### src/rtl/sc_pkg.sv
// rtl/sc_pkg.sv - shared constants, seeds, LFSR step and FSM state for the SC stream generator
package sc_pkg;

  localparam int SC_N_CH       = 7;
  localparam int SC_VALUE_W    = 8;
  localparam int SC_STREAM_LEN = 64;
  localparam int SC_LFSR_W     = 8;

  // x^8+x^6+x^5+x^4+1 -> feedback from bits 7,5,4,3
  localparam logic [SC_LFSR_W-1:0] SC_TAP_MASK = 8'hB8;

  // Channel c seed is SC_SEED[c]; all distinct and nonzero so no channel can lock up.
  localparam logic [SC_N_CH-1:0][SC_LFSR_W-1:0] SC_SEED = {
    8'hE8, 8'h71, 8'h96, 8'h2F, 8'hC3, 8'h5A, 8'h01
  };

  typedef enum logic [1:0] {
    ST_IDLE = 2'd0,
    ST_GEN  = 2'd1,
    ST_DONE = 2'd2
  } state_e;

  function automatic logic [SC_LFSR_W-1:0] lfsr_next(input logic [SC_LFSR_W-1:0] q);
    return {q[SC_LFSR_W-2:0], ^(q & SC_TAP_MASK)};
  endfunction

endpackage

### src/rtl/sc_lfsr8.sv
// rtl/sc_lfsr8.sv - 8-bit Fibonacci LFSR, reseeded on rst, advances only while en
module sc_lfsr8
  import sc_pkg::*;
(
  input  logic                 clk,
  input  logic                 rst,
  input  logic                 en,
  input  logic [SC_LFSR_W-1:0] seed,
  output logic [SC_LFSR_W-1:0] q
);

  logic [SC_LFSR_W-1:0] q_q;
  logic [SC_LFSR_W-1:0] q_d;

  always_comb begin
    q_d = q_q;
    if (en) begin
      q_d = lfsr_next(q_q);
    end
  end

  always_ff @(posedge clk) begin
    if (rst) begin
      q_q <= seed;
    end else begin
      q_q <= q_d;
    end
  end

  assign q = q_q;

endmodule

### src/rtl/sc_stream_gen.sv
// rtl/sc_stream_gen.sv - converts a frame of binary values into parallel unipolar stochastic streams
module sc_stream_gen
  import sc_pkg::*;
#(
  parameter int N_CH       = SC_N_CH,
  parameter int VALUE_W    = SC_VALUE_W,
  parameter int STREAM_LEN = SC_STREAM_LEN
) (
  input  logic                         clk,
  input  logic                         rst,
  input  logic                         in_valid,
  output logic                         in_ready,
  input  logic [N_CH*VALUE_W-1:0]      in_values,
  output logic                         out_valid,
  input  logic                         out_ready,
  output logic [N_CH*STREAM_LEN-1:0]   out_streams,
  output logic                         busy
);

  localparam int CNT_W = $clog2(STREAM_LEN);

  state_e                       state_q, state_d;
  logic [CNT_W-1:0]             cnt_q, cnt_d;
  logic [N_CH*VALUE_W-1:0]      value_q, value_d;
  logic [N_CH*STREAM_LEN-1:0]   stream_q, stream_d;
  logic [N_CH*SC_LFSR_W-1:0]    lfsr_q;
  logic                         lfsr_en;

  // LFSRs run only during GEN so the sequence carries on from frame to frame.
  assign lfsr_en = (state_q == ST_GEN);

  for (genvar g = 0; g < N_CH; g++) begin : g_lfsr
    sc_lfsr8 u_lfsr (
      .clk  (clk),
      .rst  (rst),
      .en   (lfsr_en),
      .seed (SC_SEED[g]),
      .q    (lfsr_q[g*SC_LFSR_W +: SC_LFSR_W])
    );
  end

  always_comb begin
    state_d  = state_q;
    cnt_d    = cnt_q;
    value_d  = value_q;
    stream_d = stream_q;
    case (state_q)
      ST_IDLE: begin
        if (in_valid) begin
          value_d  = in_values;
          stream_d = '0;
          cnt_d    = '0;
          state_d  = ST_GEN;
        end
      end
      ST_GEN: begin
        // Bit index equals GEN cycle index; compare uses the LFSR value before this cycle's step.
        for (int c = 0; c < N_CH; c++) begin
          stream_d[c*STREAM_LEN + int'(cnt_q)] =
            (value_q[c*VALUE_W +: VALUE_W] > lfsr_q[c*SC_LFSR_W +: SC_LFSR_W]);
        end
        if (cnt_q == CNT_W'(STREAM_LEN-1)) begin
          state_d = ST_DONE;
        end else begin
          cnt_d = cnt_q + 1'b1;
        end
      end
      ST_DONE: begin
        if (out_ready) begin
          state_d = ST_IDLE;
        end
      end
      default: begin
        state_d = ST_IDLE;
      end
    endcase
  end

  always_ff @(posedge clk) begin
    if (rst) begin
      state_q  <= ST_IDLE;
      cnt_q    <= '0;
      value_q  <= '0;
      stream_q <= '0;
    end else begin
      state_q  <= state_d;
      cnt_q    <= cnt_d;
      value_q  <= value_d;
      stream_q <= stream_d;
    end
  end

  assign in_ready    = (state_q == ST_IDLE);
  assign out_valid   = (state_q == ST_DONE);
  assign busy        = (state_q == ST_GEN);
  assign out_streams = stream_q;

endmodule

### config.mk
export PLATFORM = sky130hd
export DESIGN_NAME = sc_stream_gen
export DESIGN_NICKNAME = d
export VERILOG_FILES = /design/src/rtl/sc_pkg.sv /design/src/rtl/sc_lfsr8.sv /design/src/rtl/sc_stream_gen.sv
export SDC_FILE = /design/constraint.sdc
export NUM_CORES = 1
export LEC_CHECK = 0
export ABC_AREA = 1
export CELL_PAD_IN_SITES_DETAIL_PLACEMENT = 1
export CELL_PAD_IN_SITES_GLOBAL_PLACEMENT = 2
export CORE_MARGIN = 2
export CORE_UTILIZATION = 30
export CTS_BUF_LIST = sky130_fd_sc_hd__clkbuf_2
export CTS_CLUSTER_SIZE = 10
export DETAILED_ROUTE_END_ITERATION = 8
export DONT_BUFFER_PORTS = 1
export GPL_ROUTABILITY_DRIVEN = 0
export GPL_TIMING_DRIVEN = 0
export PLACE_DENSITY_LB_ADDON = 0.1
export RECOVER_POWER = 100
export SYNTH_ARGS = -nofsm -noshare
export SYNTH_HDL_FRONTEND = slang
export SYNTH_HIERARCHICAL = 1
export SYNTH_SLANG_ARGS = --single-unit
### constraint.sdc
create_clock -name clk -period 1.99 [get_ports clk]
set_input_delay 0 -clock clk [delete_from_list [all_inputs] [get_ports clk]]
set_output_delay 0 -clock clk [all_outputs]
set_load 0.05 [all_outputs]
==> metrics.cfg <==
[final_layout]
areaGrowthSynthToFinish_pct=43.9
nNetsFinal=3695
fillCellCount=9247
final_util_pct=43.6
instances_no_fill=4742
layout_commonest_cell=nand2_1
drive_gt1_share_pct=35.1
final_cell_mix=nand2_1 (654), nand3_1 (496), a21oi_1 (435)

[timing]
rsz0062_at_grt=yes
fin_skew_ps=95.8
fmax_mhz=451
fin_setup_tns_ps=-8190
relSlewSlack_pct=31.3
fin_crit_ps=2220
finalWorstSetupSlack_ps=-227
slew_viol_final=0
whs_ps=444
worst_slew_pin_slew_ps=1030
min_period_over_period_pct=111
setup_violations=112
hold_viol=0

[power_and_ir_drop]
vdd_drop_max_mv=0.339
power_switching_mw=8.68
swShare_pct=34.7
p_seq_share_pct=45.9
p_leak_nw=12.5
combPwrFrac_pct=18.3
clkPwrFrac_pct=35.9
p_per_area_nw_per_um2=743
p_int_mw=16.4

[detailed_routing]
final_antenna_net_count=0
drtIter0Drc=1321
drtPass1Iterations=5
vias=24700
wl_um=124000
wl_per_cell_um=26.2
vias_per_cell=5.20
post-route-drc-count=0

[hold_path]
hp-start=rst
hold_path.class=input pin to register

[setup_path]
reg2reg_from=state_q[0]$_SDFFE_PP0P_
worst_ep_required_time_ps=3260
critPathLaunchType=register
crit_path_end_kind=register
crit_start=state_q[0]$_SDFFE_PP0P_
r2r_slack_ps=-230
worst_ep_arrival_time_ps=3480
crit_fanout=8
worstSetupPathType=register to register

[synthesis]
synth-simple-area-share_pct=28.4
synth_compound_area_share_pct=12.1
synth_fa_ha_area_share_pct=3.05
syn_area_per_cell_um2=7.80
syn_inst=3002
synth_edf_count=56
ys_async_sr_fraction_pct=0
synth_xor_area_share_pct=0.0374
synth_ff_type=dfxtp_1
muxShareOfSynthArea_pct=0
yosysSeqAreaShare_pct=51.0
syn_area_um2=23400
netlist-cell-type-count=29
synth_top_family_by_area=simple AND/OR/NAND/NOR gates
ys_ff_latch=568
ys_warn_count=6

[die]
initial_core_util_pct=30.3
die_area_um2=80300
die_w_um=283
num_rows=102
die_h_um=283
core-area_um2=77300
pin_count=511

[placement]
dp_hpwl_um=81800
post-place-ws_ps=-1650
port_buffers=0
dpl.cell_count=4098

[grt]
grt_pass1_wl_um=176000
grt_overflow=0
grt_max_degree=30
grt_util_all_layers_pct=29.7
antenna_found_initial=2
grt_pass1_vias=25400

[clock_network]
cts_root_buf=clkbuf_2
clockBufferDepth=3
cts_tree=yes
numCtsBuffers=160
h-tree-depth=4
insertion_delay_ps=1400
clkSlewWorstSetupHoldPaths_ps=90
clkSinkCount=568

[run_status]
violations=setup timing
status=complete, but fails checks

[run]
maxCapViolations=0

-- area by class of cell --
cell class              count  area (um2)  share of cell area [%]
diodes                      2        5.00                  0.0148
clock buffers             245        1230                    3.64
flip-flops and latches    568       13500                    40.1
well taps                1040        1300                    3.86
repair buffers            360        3720                    11.0
inverters                 147         609                    1.81
plain buffers             173        1480                    4.40
multi-input cells        2168       11600                    34.4
clock inverters            39         229                   0.679
-- cell usage after synthesis, drive strengths merged (2+ instances only) --
library cell  number  area share [%]
inv              147             2.4
nor2             274             5.7
nor3               5            0.11
nand2            682              11
nand3            512              11
dfxtp            512              44
clkbuf           151             2.4
a21o               7            0.22
edfxtp            56             7.2
o21ai             80             1.7
buf               24            0.67
nand4             10            0.38
conb               2           0.032
a21oi            473              10
ha                57             3.0
or2                7            0.19
-- routing by layer --
layer	part of all wire, %	GRT usage [%]	vias to the layer above
li1	-	-	11300
met1	38	33.4	12200
met2	48	49.9	891
met3	8.9	10.9	298
met4	4.7	13.7	0
met5	0	0	-
-- state kept, by name, summed over array words and instances, names as in the netlist --
register,cells
state_q,2
out_streams,448
cnt_q,6
value_q,56
g_lfsr.u_lfsr/q,56
-- through the flow --
stage | total power [mW] | instance area, um2
4_1_cts | 24.6 | 31800
3_3_place_gp | 15.2 | 24900
3_5_place_dp | 15.3 | 25000
5_1_grt | 26.4 | 33700
2_1_floorplan | 13.9 | 23600
6_report | 25.1 | 33700
-- final timing paths --
path                                           to  cells after the start
hold reg to reg           value_q[8]$_SDFFE_PP0P_                      2
hold / removal    g_lfsr[4].u_lfsr/q[4]$_DFFE_PP_                      8
setup reg to reg    out_streams[317]$_SDFFE_PP0P_                     12
setup / recovery    out_streams[317]$_SDFFE_PP0P_                     12
-- power by group through the flow --
stage	Sequential (mW)	Combinational (mW)	Clock, mW
after global placement	12.3	2.93	0
after global routing	11.5	4.90	9.93
after detailed placement	12.3	3.01	0
after CTS	11.5	3.88	9.22
final	11.5	4.58	8.98
after floorplan	12.2	1.71	0
-- what timing repair did --
item,in CTS,in global routing
gates resized for setup,1238,388
cloned,2,6
pin swaps,42,68
hold buffers,186,0
endpoints found under the hold margin,624,0
setup endpoints to repair,962,494
buffers inserted,87,80
-- worst max-delay path: stages (launching register included) --
cell and delay, ps:
dfxtp_4 400, inv_2 50, nor2_4 140, buf_4 130, buf_4 110, buf_12 130
clkinvlp_2 250, nor2_2 170, inv_2 100, nor2_4 260, buf_6 140, nand3_1 100
a21oi_1 140
-- cells by family (layout without fill, tap and decap cells) --
logic type | count (synthesis) | after routing
other | 2 | 58
flip-flops | 568 | 568
adder cells (fa/ha/maj) | 57 | 57
buffers and inverters | 322 | 964
AND/OR/NAND/NOR | 1490 | 1492
AO/OA/AOI/OAI | 562 | 562
XOR/XNOR | 1 | 1
Power figures use the tool's default switching activity.
